==> src/rtl/axi_lite_reg_pkg.sv <==
// Shared types, AXI response codes and address helpers for the multi-master
// AXI4-Lite register file.
package axi_lite_reg_pkg;

    localparam int unsigned AXI_ADDR_W = 32;
    localparam int unsigned AXI_DATA_W = 32;

    typedef enum logic [1:0] {
        MODE_RW    = 2'd0,
        MODE_RO    = 2'd1,
        MODE_W1C   = 2'd2,
        MODE_PULSE = 2'd3
    } reg_mode_t;

    localparam logic [1:0] RESP_OKAY   = 2'b00;
    localparam logic [1:0] RESP_SLVERR = 2'b10;

    typedef enum logic [1:0] {
        W_IDLE,
        W_COMMIT,
        W_RESP
    } w_state_t;

    typedef enum logic {
        R_IDLE,
        R_DATA
    } r_state_t;

    // Word index; bits above the index field are ignored here and are
    // checked separately by addr_in_range.
    function automatic int unsigned addr_to_index(input logic [AXI_ADDR_W-1:0] addr,
                                                  input int unsigned num_regs);
        logic [AXI_ADDR_W-1:0] word;
        word = addr >> 2;
        return word & (num_regs - 1);
    endfunction

    function automatic logic addr_in_range(input logic [AXI_ADDR_W-1:0] addr,
                                           input int unsigned num_regs);
        logic [AXI_ADDR_W-1:0] word;
        word = addr >> 2;
        return word < num_regs;
    endfunction

endpackage

==> src/rtl/axi_lite_reg_file_multi_master_if.sv <==
// AXI4-Lite bus bundle with master and slave views.
interface ifc_axi4_lite;
    import axi_lite_reg_pkg::*;

    logic [AXI_ADDR_W-1:0]   awaddr;
    logic                    awvalid;
    logic                    awready;
    logic [AXI_DATA_W-1:0]   wdata;
    logic [AXI_DATA_W/8-1:0] wstrb;
    logic                    wvalid;
    logic                    wready;
    logic [1:0]              bresp;
    logic                    bvalid;
    logic                    bready;
    logic [AXI_ADDR_W-1:0]   araddr;
    logic                    arvalid;
    logic                    arready;
    logic [AXI_DATA_W-1:0]   rdata;
    logic [1:0]              rresp;
    logic                    rvalid;
    logic                    rready;

    modport master (
        output awaddr, awvalid, wdata, wstrb, wvalid, bready, araddr, arvalid, rready,
        input  awready, wready, bresp, bvalid, arready, rdata, rresp, rvalid
    );

    modport slave (
        input  awaddr, awvalid, wdata, wstrb, wvalid, bready, araddr, arvalid, rready,
        output awready, wready, bresp, bvalid, arready, rdata, rresp, rvalid
    );

endinterface

==> src/rtl/axi_lite_reg_file_multi_master_cell.sv <==
// One register: mode-dependent update, hardware/AXI priority resolution and
// collision flag.
module reg_file_mm_cell
    import axi_lite_reg_pkg::*;
#(
    parameter int unsigned      WIDTH       = 32,
    parameter reg_mode_t        MODE        = MODE_RW,
    parameter logic [WIDTH-1:0] RESET_VALUE = '0,
    parameter int unsigned      NUM_MASTERS = 2
) (
    input  logic                         clk,
    input  logic                         rst,
    input  logic                         axi_we,
    input  logic [WIDTH-1:0]             axi_wdata,
    input  logic [WIDTH/8-1:0]           axi_wstrb,
    input  logic [NUM_MASTERS-1:0]       hw_req,
    input  logic [NUM_MASTERS*WIDTH-1:0] hw_data,
    output logic [WIDTH-1:0]             value,
    output logic                         collision
);

    logic [WIDTH-1:0] val_q;
    logic [WIDTH-1:0] val_nxt;
    logic             coll_q;
    logic             coll_nxt;
    logic [WIDTH-1:0] hw_sel;
    logic [WIDTH-1:0] mask;
    logic [WIDTH-1:0] axi_val;
    logic [WIDTH-1:0] clr;
    logic             found;
    logic             hw_any;
    logic             hw_multi;
    logic             axi_eff;

    always_comb begin
        hw_sel = '0;
        found  = 1'b0;
        mask   = '0;
        for (int m = 0; m < NUM_MASTERS; m++) begin
            if (hw_req[m] && !found) begin
                hw_sel = hw_data[m*WIDTH +: WIDTH];
                found  = 1'b1;
            end
        end
        for (int b = 0; b < WIDTH/8; b++) begin
            mask[b*8 +: 8] = {8{axi_wstrb[b]}};
        end
        hw_any   = |hw_req;
        hw_multi = $countones(hw_req) > 1;
        axi_eff  = axi_we && (MODE != MODE_RO);
        axi_val  = (val_q & ~mask) | (axi_wdata & mask);
        clr      = axi_eff ? (axi_wdata & mask) : '0;

        val_nxt  = val_q;
        coll_nxt = hw_multi;
        case (MODE)
            MODE_RW, MODE_RO: begin
                if (hw_any)       val_nxt = hw_sel;
                else if (axi_eff) val_nxt = axi_val;
                coll_nxt = hw_multi | (hw_any & axi_eff);
            end
            // Clear and set merge per bit, so AXI and hardware never collide here.
            MODE_W1C: begin
                val_nxt = (val_q & ~clr) | (hw_any ? hw_sel : '0);
            end
            MODE_PULSE: begin
                val_nxt = RESET_VALUE;
                if (hw_any)       val_nxt = hw_sel;
                else if (axi_eff) val_nxt = (RESET_VALUE & ~mask) | (axi_wdata & mask);
                coll_nxt = hw_multi | (hw_any & axi_eff);
            end
            default: val_nxt = val_q;
        endcase
    end

    always_ff @(posedge clk) begin
        if (rst) begin
            val_q  <= RESET_VALUE;
            coll_q <= 1'b0;
        end else begin
            val_q  <= val_nxt;
            coll_q <= coll_nxt;
        end
    end

    assign value     = val_q;
    assign collision = coll_q;

endmodule

==> src/rtl/axi_lite_reg_file_multi_master.sv <==
// AXI4-Lite register file with parallel hardware write ports and per-register
// access modes.
//
//   state    | meaning
//   W_IDLE   | waiting for AW and W together; both accepted in one cycle
//   W_COMMIT | register updated, trigger pulsing, bvalid high
//   W_RESP   | bvalid held until bready
//   R_IDLE   | arready high, rdata captured on handshake
//   R_DATA   | rvalid held with stable data until rready
module axi_lite_reg_file_multi_master
    import axi_lite_reg_pkg::*;
#(
    parameter int unsigned REGISTER_WIDTH = 32,
    parameter int unsigned NUM_REGISTERS  = 16,
    parameter int unsigned NUM_HW_MASTERS = 2,
    parameter logic [2*NUM_REGISTERS-1:0]              REG_MODES    = '0,
    parameter logic [NUM_REGISTERS*REGISTER_WIDTH-1:0] RESET_VALUES = '0
) (
    input  logic                                              clk,
    input  logic                                              rst,
    ifc_axi4_lite.slave                                       if_axi_ctrl,
    input  logic [NUM_HW_MASTERS*NUM_REGISTERS-1:0]           i_hw_write_req,
    input  logic [NUM_HW_MASTERS*NUM_REGISTERS*REGISTER_WIDTH-1:0] i_hw_write_data,
    output logic [NUM_REGISTERS*REGISTER_WIDTH-1:0]           o_reg_data,
    output logic [NUM_REGISTERS-1:0]                          o_axi_ctrl_trigger,
    output logic [NUM_REGISTERS-1:0]                          o_write_collision
);

    localparam int unsigned IDX_W  = $clog2(NUM_REGISTERS);
    localparam int unsigned STRB_W = REGISTER_WIDTH / 8;

    w_state_t w_state, w_state_nxt;
    r_state_t r_state, r_state_nxt;

    logic                      awready, wready, bvalid, arready, rvalid;
    logic                      w_hs, ar_hs, wr_commit, aw_ok, ar_ok;
    logic [IDX_W-1:0]          aw_idx, ar_idx;
    reg_mode_t                 aw_mode;
    logic [NUM_REGISTERS-1:0]  axi_we;
    logic [NUM_REGISTERS-1:0]  trigger_q;
    logic [1:0]                bresp_q, rresp_q;
    logic [AXI_DATA_W-1:0]     rdata_q;
    logic [REGISTER_WIDTH-1:0] reg_val [NUM_REGISTERS];

    always_comb begin
        aw_idx    = IDX_W'(addr_to_index(if_axi_ctrl.awaddr, NUM_REGISTERS));
        ar_idx    = IDX_W'(addr_to_index(if_axi_ctrl.araddr, NUM_REGISTERS));
        aw_ok     = addr_in_range(if_axi_ctrl.awaddr, NUM_REGISTERS);
        ar_ok     = addr_in_range(if_axi_ctrl.araddr, NUM_REGISTERS);
        aw_mode   = reg_mode_t'(REG_MODES[{aw_idx, 1'b0} +: 2]);
        w_hs      = awready && wready;
        ar_hs     = arready && if_axi_ctrl.arvalid;
        wr_commit = w_hs && aw_ok && (aw_mode != MODE_RO);
        axi_we    = '0;
        if (wr_commit) axi_we[aw_idx] = 1'b1;
    end

    always_comb begin
        w_state_nxt = w_state;
        awready     = 1'b0;
        wready      = 1'b0;
        bvalid      = 1'b0;
        case (w_state)
            W_IDLE: begin
                if (if_axi_ctrl.awvalid && if_axi_ctrl.wvalid) begin
                    awready     = 1'b1;
                    wready      = 1'b1;
                    w_state_nxt = W_COMMIT;
                end
            end
            W_COMMIT: begin
                bvalid      = 1'b1;
                w_state_nxt = if_axi_ctrl.bready ? W_IDLE : W_RESP;
            end
            W_RESP: begin
                bvalid = 1'b1;
                if (if_axi_ctrl.bready) w_state_nxt = W_IDLE;
            end
            default: w_state_nxt = W_IDLE;
        endcase
    end

    // arready is masked during reset so the port is quiet while held in reset.
    always_comb begin
        r_state_nxt = r_state;
        arready     = 1'b0;
        rvalid      = 1'b0;
        case (r_state)
            R_IDLE: begin
                arready = !rst;
                if (if_axi_ctrl.arvalid && !rst) r_state_nxt = R_DATA;
            end
            R_DATA: begin
                rvalid = 1'b1;
                if (if_axi_ctrl.rready) r_state_nxt = R_IDLE;
            end
            default: r_state_nxt = R_IDLE;
        endcase
    end

    always_ff @(posedge clk) begin
        if (rst) begin
            w_state   <= W_IDLE;
            r_state   <= R_IDLE;
            trigger_q <= '0;
            bresp_q   <= RESP_OKAY;
            rresp_q   <= RESP_OKAY;
            rdata_q   <= '0;
        end else begin
            w_state   <= w_state_nxt;
            r_state   <= r_state_nxt;
            trigger_q <= axi_we;
            if (w_hs) bresp_q <= wr_commit ? RESP_OKAY : RESP_SLVERR;
            if (ar_hs) begin
                rresp_q <= ar_ok ? RESP_OKAY : RESP_SLVERR;
                rdata_q <= ar_ok ? AXI_DATA_W'(reg_val[ar_idx]) : '0;
            end
        end
    end

    assign if_axi_ctrl.awready = awready;
    assign if_axi_ctrl.wready  = wready;
    assign if_axi_ctrl.bvalid  = bvalid;
    assign if_axi_ctrl.bresp   = bresp_q;
    assign if_axi_ctrl.arready = arready;
    assign if_axi_ctrl.rvalid  = rvalid;
    assign if_axi_ctrl.rresp   = rresp_q;
    assign if_axi_ctrl.rdata   = rdata_q;
    assign o_axi_ctrl_trigger  = trigger_q;

    for (genvar r = 0; r < NUM_REGISTERS; r++) begin : g_reg
        logic [NUM_HW_MASTERS-1:0]                hw_req;
        logic [NUM_HW_MASTERS*REGISTER_WIDTH-1:0] hw_data;

        always_comb begin
            hw_req  = '0;
            hw_data = '0;
            for (int m = 0; m < NUM_HW_MASTERS; m++) begin
                hw_req[m] = i_hw_write_req[m*NUM_REGISTERS + r];
                hw_data[m*REGISTER_WIDTH +: REGISTER_WIDTH] =
                    i_hw_write_data[(m*NUM_REGISTERS + r)*REGISTER_WIDTH +: REGISTER_WIDTH];
            end
        end

        reg_file_mm_cell #(
            .WIDTH       (REGISTER_WIDTH),
            .MODE        (reg_mode_t'(REG_MODES[2*r +: 2])),
            .RESET_VALUE (RESET_VALUES[r*REGISTER_WIDTH +: REGISTER_WIDTH]),
            .NUM_MASTERS (NUM_HW_MASTERS)
        ) u_cell (
            .clk       (clk),
            .rst       (rst),
            .axi_we    (axi_we[r]),
            .axi_wdata (if_axi_ctrl.wdata[REGISTER_WIDTH-1:0]),
            .axi_wstrb (if_axi_ctrl.wstrb[STRB_W-1:0]),
            .hw_req    (hw_req),
            .hw_data   (hw_data),
            .value     (reg_val[r]),
            .collision (o_write_collision[r])
        );

        assign o_reg_data[r*REGISTER_WIDTH +: REGISTER_WIDTH] = reg_val[r];
    end

endmodule

==> src/flat_wrapper.sv <==
// flat-port wrapper written by rule: the top's interface ports become plain ports
module axi_lite_reg_file_multi_master_flat import axi_lite_reg_pkg::*;
#(
    parameter int unsigned REGISTER_WIDTH = 32,
    parameter int unsigned NUM_REGISTERS  = 16,
    parameter int unsigned NUM_HW_MASTERS = 2,
    parameter logic [2*NUM_REGISTERS-1:0]              REG_MODES    = '0,
    parameter logic [NUM_REGISTERS*REGISTER_WIDTH-1:0] RESET_VALUES = '0
)
  (clk, rst, i_hw_write_req, i_hw_write_data, o_reg_data, o_axi_ctrl_trigger, o_write_collision, if_axi_ctrl_awaddr, if_axi_ctrl_awvalid, if_axi_ctrl_wdata, if_axi_ctrl_wstrb, if_axi_ctrl_wvalid, if_axi_ctrl_bready, if_axi_ctrl_araddr, if_axi_ctrl_arvalid, if_axi_ctrl_rready, if_axi_ctrl_awready, if_axi_ctrl_wready, if_axi_ctrl_bresp, if_axi_ctrl_bvalid, if_axi_ctrl_arready, if_axi_ctrl_rdata, if_axi_ctrl_rresp, if_axi_ctrl_rvalid);
  ifc_axi4_lite if_axi_ctrl_i ();
  input  logic clk;
  input  logic rst;
  input  logic [NUM_HW_MASTERS*NUM_REGISTERS-1:0] i_hw_write_req;
  input  logic [NUM_HW_MASTERS*NUM_REGISTERS*REGISTER_WIDTH-1:0] i_hw_write_data;
  output logic [NUM_REGISTERS*REGISTER_WIDTH-1:0] o_reg_data;
  output logic [NUM_REGISTERS-1:0] o_axi_ctrl_trigger;
  output logic [NUM_REGISTERS-1:0] o_write_collision;
  input wire logic [$bits(if_axi_ctrl_i.awaddr)-1:0] if_axi_ctrl_awaddr;
  input wire logic [$bits(if_axi_ctrl_i.awvalid)-1:0] if_axi_ctrl_awvalid;
  input wire logic [$bits(if_axi_ctrl_i.wdata)-1:0] if_axi_ctrl_wdata;
  input wire logic [$bits(if_axi_ctrl_i.wstrb)-1:0] if_axi_ctrl_wstrb;
  input wire logic [$bits(if_axi_ctrl_i.wvalid)-1:0] if_axi_ctrl_wvalid;
  input wire logic [$bits(if_axi_ctrl_i.bready)-1:0] if_axi_ctrl_bready;
  input wire logic [$bits(if_axi_ctrl_i.araddr)-1:0] if_axi_ctrl_araddr;
  input wire logic [$bits(if_axi_ctrl_i.arvalid)-1:0] if_axi_ctrl_arvalid;
  input wire logic [$bits(if_axi_ctrl_i.rready)-1:0] if_axi_ctrl_rready;
  output wire logic [$bits(if_axi_ctrl_i.awready)-1:0] if_axi_ctrl_awready;
  output wire logic [$bits(if_axi_ctrl_i.wready)-1:0] if_axi_ctrl_wready;
  output wire logic [$bits(if_axi_ctrl_i.bresp)-1:0] if_axi_ctrl_bresp;
  output wire logic [$bits(if_axi_ctrl_i.bvalid)-1:0] if_axi_ctrl_bvalid;
  output wire logic [$bits(if_axi_ctrl_i.arready)-1:0] if_axi_ctrl_arready;
  output wire logic [$bits(if_axi_ctrl_i.rdata)-1:0] if_axi_ctrl_rdata;
  output wire logic [$bits(if_axi_ctrl_i.rresp)-1:0] if_axi_ctrl_rresp;
  output wire logic [$bits(if_axi_ctrl_i.rvalid)-1:0] if_axi_ctrl_rvalid;
  assign if_axi_ctrl_i.awaddr = if_axi_ctrl_awaddr;
  assign if_axi_ctrl_i.awvalid = if_axi_ctrl_awvalid;
  assign if_axi_ctrl_i.wdata = if_axi_ctrl_wdata;
  assign if_axi_ctrl_i.wstrb = if_axi_ctrl_wstrb;
  assign if_axi_ctrl_i.wvalid = if_axi_ctrl_wvalid;
  assign if_axi_ctrl_i.bready = if_axi_ctrl_bready;
  assign if_axi_ctrl_i.araddr = if_axi_ctrl_araddr;
  assign if_axi_ctrl_i.arvalid = if_axi_ctrl_arvalid;
  assign if_axi_ctrl_i.rready = if_axi_ctrl_rready;
  assign if_axi_ctrl_awready = if_axi_ctrl_i.awready;
  assign if_axi_ctrl_wready = if_axi_ctrl_i.wready;
  assign if_axi_ctrl_bresp = if_axi_ctrl_i.bresp;
  assign if_axi_ctrl_bvalid = if_axi_ctrl_i.bvalid;
  assign if_axi_ctrl_arready = if_axi_ctrl_i.arready;
  assign if_axi_ctrl_rdata = if_axi_ctrl_i.rdata;
  assign if_axi_ctrl_rresp = if_axi_ctrl_i.rresp;
  assign if_axi_ctrl_rvalid = if_axi_ctrl_i.rvalid;
  axi_lite_reg_file_multi_master #(.REGISTER_WIDTH(REGISTER_WIDTH), .NUM_REGISTERS(NUM_REGISTERS), .NUM_HW_MASTERS(NUM_HW_MASTERS), .REG_MODES(REG_MODES), .RESET_VALUES(RESET_VALUES)) u_core (.clk(clk), .rst(rst), .if_axi_ctrl(if_axi_ctrl_i), .i_hw_write_req(i_hw_write_req), .i_hw_write_data(i_hw_write_data), .o_reg_data(o_reg_data), .o_axi_ctrl_trigger(o_axi_ctrl_trigger), .o_write_collision(o_write_collision));
endmodule
==> config.mk <==
export PLATFORM = sky130hd
export DESIGN_NAME = axi_lite_reg_file_multi_master_flat
export DESIGN_NICKNAME = d
export VERILOG_FILES = /design/src/rtl/axi_lite_reg_pkg.sv /design/src/rtl/axi_lite_reg_file_multi_master_if.sv /design/src/rtl/axi_lite_reg_file_multi_master_cell.sv /design/src/rtl/axi_lite_reg_file_multi_master.sv /design/src/flat_wrapper.sv
export SDC_FILE = /design/constraint.sdc
export NUM_CORES = 2
export LEC_CHECK = 0
export BUFFER_PORTS_ARGS = -buffer_cell sky130_fd_sc_hd__buf_4
export CAP_MARGIN = 20
export CORE_AREA = 2 2 687 689
export CTS_CLUSTER_SIZE = 20
export DETAILED_ROUTE_END_ITERATION = 10
export DIE_AREA = 0 0 689 691
export GPL_TIMING_DRIVEN = 0
export PLACE_DENSITY = 0.3
export SLEW_MARGIN = 20
export SYNTH_ARGS = -nofsm -noshare
export SYNTH_HDL_FRONTEND = slang
export SYNTH_SLANG_ARGS = --single-unit
==> constraint.sdc <==
create_clock -name clk -period 3.05 [get_ports clk]
set_clock_uncertainty 0.2 [all_clocks]
set_input_delay 0.1525 -clock clk [delete_from_list [all_inputs] [get_ports clk]]
set_output_delay 0.1525 -clock clk [all_outputs]
set_load 0.005 [all_outputs]
; ---- Yosys cells after proc, flatten, opt, wreduce, memory -nomap -nowiden
; Cells that the tools add are included.
[word_totals]
output_inout_bits = 585
register_bits = 583
[op_classes]
n_reduce_logical = 74
n_mux = 101
n_addsub = 16
shifts = 1
n_lt_le_gt_ge = 21
bitwise_logic = 68
eq_ne = 5
[ops]
columns = op, count
row1 = two-way mux 32 bit, 67
row2 = bitwise AND 32 bit, 17
row3 = bitwise OR 32 bit, 16
row4 = binary-select mux 32 bit (select 4 bit), 1
row5 = "less-than comparator 30 x 5 -> 1 bit, second input constant", 2
row6 = OR reduction 2 bit, 17
row7 = adder 1 x 1 -> 2 bit, 16
row8 = "greater-than comparator 2 x 1 -> 1 bit, second input constant", 16
row9 = inverter 32 bit, 1
row10 = nonzero test 2 bit, 16
row11 = "indexed part select 32 x 6 -> 2 bit, first input constant", 1
row12 = two-way mux 1 bit, 24
row13 = logical AND 1 bit, 22
row14 = zero test 1 bit, 17
row15 = bitwise AND 1 bit, 16
row16 = two-way mux 16 bit, 1
row17 = bitwise OR 1 bit, 16
row18 = two-way mux 2 bit, 5
row19 = one-hot mux 2 bit (3 select lines), 1
row20 = "greater-or-equal comparator 5 bit, second input constant", 1
row21 = "less-than comparator 4 x 5 -> 1 bit, second input constant", 1
row22 = inverter 4 -> 5 bit, 1
row23 = demux 1 bit (select 4 bit), 1
row24 = "greater-or-equal comparator 4 x 1 -> 1 bit, second input constant", 1
row25 = other kinds (8), 9

; ---- Longest topological paths before layout
[depth]
depth_word = 8
mapped_depth = 10
mapped_depth_nobuf = 7

; ---- Hierarchy
; A second synthesis with hierarchy kept.
[hier_totals]
cells_unflattened = 4690
area_unflattened_um2 = 39656.8
[by_module_without_submodules]
columns = mod, area_each_um2, instances, seq_area_each_um2, cells_per_inst
row1 = reg_file_mm_cell, 2104.5, 16, 660.6, 260
row2 = axi_lite_reg_file_multi_master, 5984.5, 1, 1061.0, 530

; ---- Worst setup path after synthesis
; No wires, ideal clock.
[synth_path]
kind = register to register
start = register u_core.w_state[0]
end = register (tool-made name)
path_buffers = 2
t_arrival_ns = 2.004
required_ns = 2.780
period_less_slack_ns = 2.275
path_stages_with_launch = 10
path_slack_ns = 0.775
path_cell_list = dfxtp_1 inv_1 ha_1 and3_1 nand4_1 buf_2 buf_6 nor4_4 o21ai_1 a21oi_1
[synth_rtl]
columns = element, line
row1 = "start, declared", axi_lite_reg_file_multi_master.sv:32  ; w_state_t w_state, w_state_nxt;
row2 = "start signal, assigned", axi_lite_reg_file_multi_master.sv:110  ; w_state <= w_state_nxt;

==> flow_summary.toml <==
[run_status]
status = "complete, but fails checks"
violations = "antenna rules, hold timing, setup timing"

[yosys]
synth-xor-area-share = 0
netlist_area_um2 = 40300
synth-compound-area-share = 0.291
synth_top_family_by_area = "simple AND/OR/NAND/NOR gates"
synth-async-reset-ratio = 0
synth_top_area_cell = "dfxtp_1"
synth-main-ff-cell = "dfxtp_1"
synth_mux_area_frac = 0.0615
synth_simple_gate_area_frac = 0.293
synth_fa_ha_area_frac = 0.000932
yosys_register_bits = 581
seq_area_frac_synth = 0.289
synth_edf_count = 0
netlist_top_cells_area = "dfxtp_1 29%, a21oi_1 13%, o21ai_0 12%, and3b_1 11%, nand3_1 6.5%"
ys_types = 51
synth_top_area_frac = 0.289
synth_warnings = 0
synth_most_common_cell = "a21oi_1"
synth_common_cells = "1070 x a21oi_1, 955 x o21ai_0, 646 x nand2_1, 581 x dfxtp_1, 528 x clkbuf_1"
avgSynthCellArea_um2 = 7.25
synthCells = 5557

[die]
start_util = 0.0858
coreArea_um2 = 469000
die_w_um = 689
ios = 1748
rows = 252
dieArea_um2 = 476000
fp.dieH_um = 691

[worst_setup_path]
slowest_delay_ns = 0.87
startpoint_type = "input pin"
crit_slowest_cell = "clkbuf_1"
endpoint_kind = "register"
crit_chain = "buf_4 -> clkbuf_2 -> buf_12 -> clkbuf_2 -> clkbuf_1 -> and3b_1 -> a21oi_1 -> o21ai_0 -> dlygate4sd3_1 -> o21ai_1 -> a21oi_1"
critPathArrivalTime_ns = 3.64
cp.required_ns = 3.58
critPathKind = "input pin to register"
ff2ff_path_depth = 13
cp_max_fo = 10

[worst_hold_path]
whs_path_depth = 5
hp-class = "input pin to register"

[sta]
holdWs_ns = -0.0440
slew_violations = 0
fmax_ghz = 0.322
rsz0062_at_grt = "yes"
max_slew_margin = 0.159
finalHoldViolCount = 1
setup_tns_ns = -0.660
setup_ws_ns = -0.0597
fin_crit_ns = 3.11
period_share = 1.02
finalSetupViolCount = 34
worst_pin_slew_ns = 1.25

[final_layout]
post-route-util = 0.171
regArea_um2 = 11600
nets = 9838
drive_above_1_share = 0.300
fillers = 54000
area_growth_pct = 99.3
multi_input_area_um2 = 27000

[detailed_routing]
viasPerCell = 4.11
drt-total-wl_um = 625000
avgRoutedWirePerCell_um = 41.3
dr.pass1.iters = 5
ant_nets = 1
dr.first_iter.drc_count = 5833
post-route-drc-count = 0
vias = 62300

[global_route]
grt_first_pass_wirelength_um = 754000
grt_pass1_vias = 60500
grt_start_max_net_pins = 14
grt_use_total = 0.251
overflow = 0
antenna_found_initial = 234

[power]
power_density_nw_per_um2 = 391
p_leak_uw = 0.0332
irDropWorstVdd_v = 0.000352

[placed_design]
gp_congestion = 0.963
place_ws_ns = -1.76
io_buffers = 1735
dp.final_hpwl_um = 535000

[clock_network]
ctsLongestPathBuffers = 4
htree_levels = 3
cts_root_buf = "clkbuf_16"
numCtsBuffers = 93
clock-sinks = 581
clk_latency_ns = 0.88
clk_pin_slew_ns = 0.06
cts_tree = "yes"

[flow_run]
drv_cap = 0
worst max-delay path: cells and delay by family:
family	cells	cell delay [ns]
compound gates	4	0.52
buf+inv	6	2.55
simple gates	1	0.37
what timing repair did:
item / in CTS / in global routing
gates cloned: 4 / 0
endpoints found under the setup margin: 568 / 333
resized for setup: 292 / 63
endpoints found under the hold margin: 552 / 0
buffers inserted: 79 / 9
hold buffers: 1125 / 0
pin swaps: 181 / 29
report_power, final:
part	switching (uW)	internal, uW	leakage [uW]
clock network	4800	6820	0.00151
logic	6390	4280	0.0269
registers	1060	8060	0.00478
final timing paths:
| kind | from | endpoint | slack, ns |
|---|---|---|---|
| setup reg to reg | u_core.w_state[0]$_SDFFE_PP0P_ | register | -0.03 |
| setup / recovery | if_axi_ctrl_wstrb[3] | register | -0.06 |
| hold reg to reg | u_core.if_axi_ctrl.rdata[0]$_SDFFE_PP0P_ | u_core.if_axi_ctrl.rdata[0]$_SDFFE_PP0P_ | 0.24 |
| hold / removal | i_hw_write_data[765] | register | -0.04 |
area by class of cell:
class,count,area share
timing repair buffer,3039,0.340
multi-input combinational,4339,0.337
sequential,581,0.145
tap,6223,0.0970
buffer,610,0.0363
clock buffer,124,0.0324
clock inverter,35,0.00602
antenna,180,0.00561
inverter,8,0.000405
cells in the final DEF (no fill, tap or decap), types with 31 or more instances in the layout:
| master | n |
|---|---|
| buf_6 | 37 |
| a21oi_2 | 47 |
| nor3_4 | 39 |
| mux2_2 | 33 |
| clkbuf_16 | 96 |
| mux4_2 | 66 |
| clkbuf_1 | 417 |
| nor2_1 | 34 |
| dlygate4sd3_1 | 1125 |
| dfxtp_1 | 578 |
| buf_16 | 34 |
| o21ai_0 | 879 |
| a21oi_1 | 1023 |
| buf_1 | 37 |
| o21ai_1 | 82 |
| mux2i_1 | 31 |
| nor4_4 | 35 |
| nand3_1 | 519 |
| buf_12 | 72 |
| and3b_1 | 512 |
| clkbuf_2 | 76 |
| diode_2 | 180 |
| buf_4 | 1796 |
| nand2_1 | 644 |
| o21ai_2 | 76 |
logic make-up after synthesis:
group,count (synthesis)
compound gates,2246
flops,581
fa+ha+maj,3
simple gates,1927
other cells,1
mux,161
buf+inv,638
per-layer routing:
| layer | global-route usage | routed length (um) | up-vias |
|---|---|---|---|
| met5 | 0 | 369 | - |
| met4 | 0.117 | 33200 | 56 |
| met3 | 0.0503 | 40300 | 708 |
| met2 | 0.439 | 306000 | 3351 |
| met1 | 0.293 | 245000 | 31300 |
| li1 | - | - | 26900 |
through the flow:
stage | hold slack (ns) | total power, uW | std cells | cell area, um^2
4_1_cts | 0.00287 | 31700 | 15000 | 79500
6_report | -0.0440 | 31400 | 15100 | 80300
3_5_place_dp | 0.144 | 18400 | 13600 | 63200
3_3_place_gp | 0.148 | 18100 | 13500 | 61100
2_1_floorplan | 0.0526 | 11100 | 5558 | 40300
5_1_grt | 0.000254 | 32200 | 15000 | 80000
No activity file was read; power rests on OpenSTA's default activity.
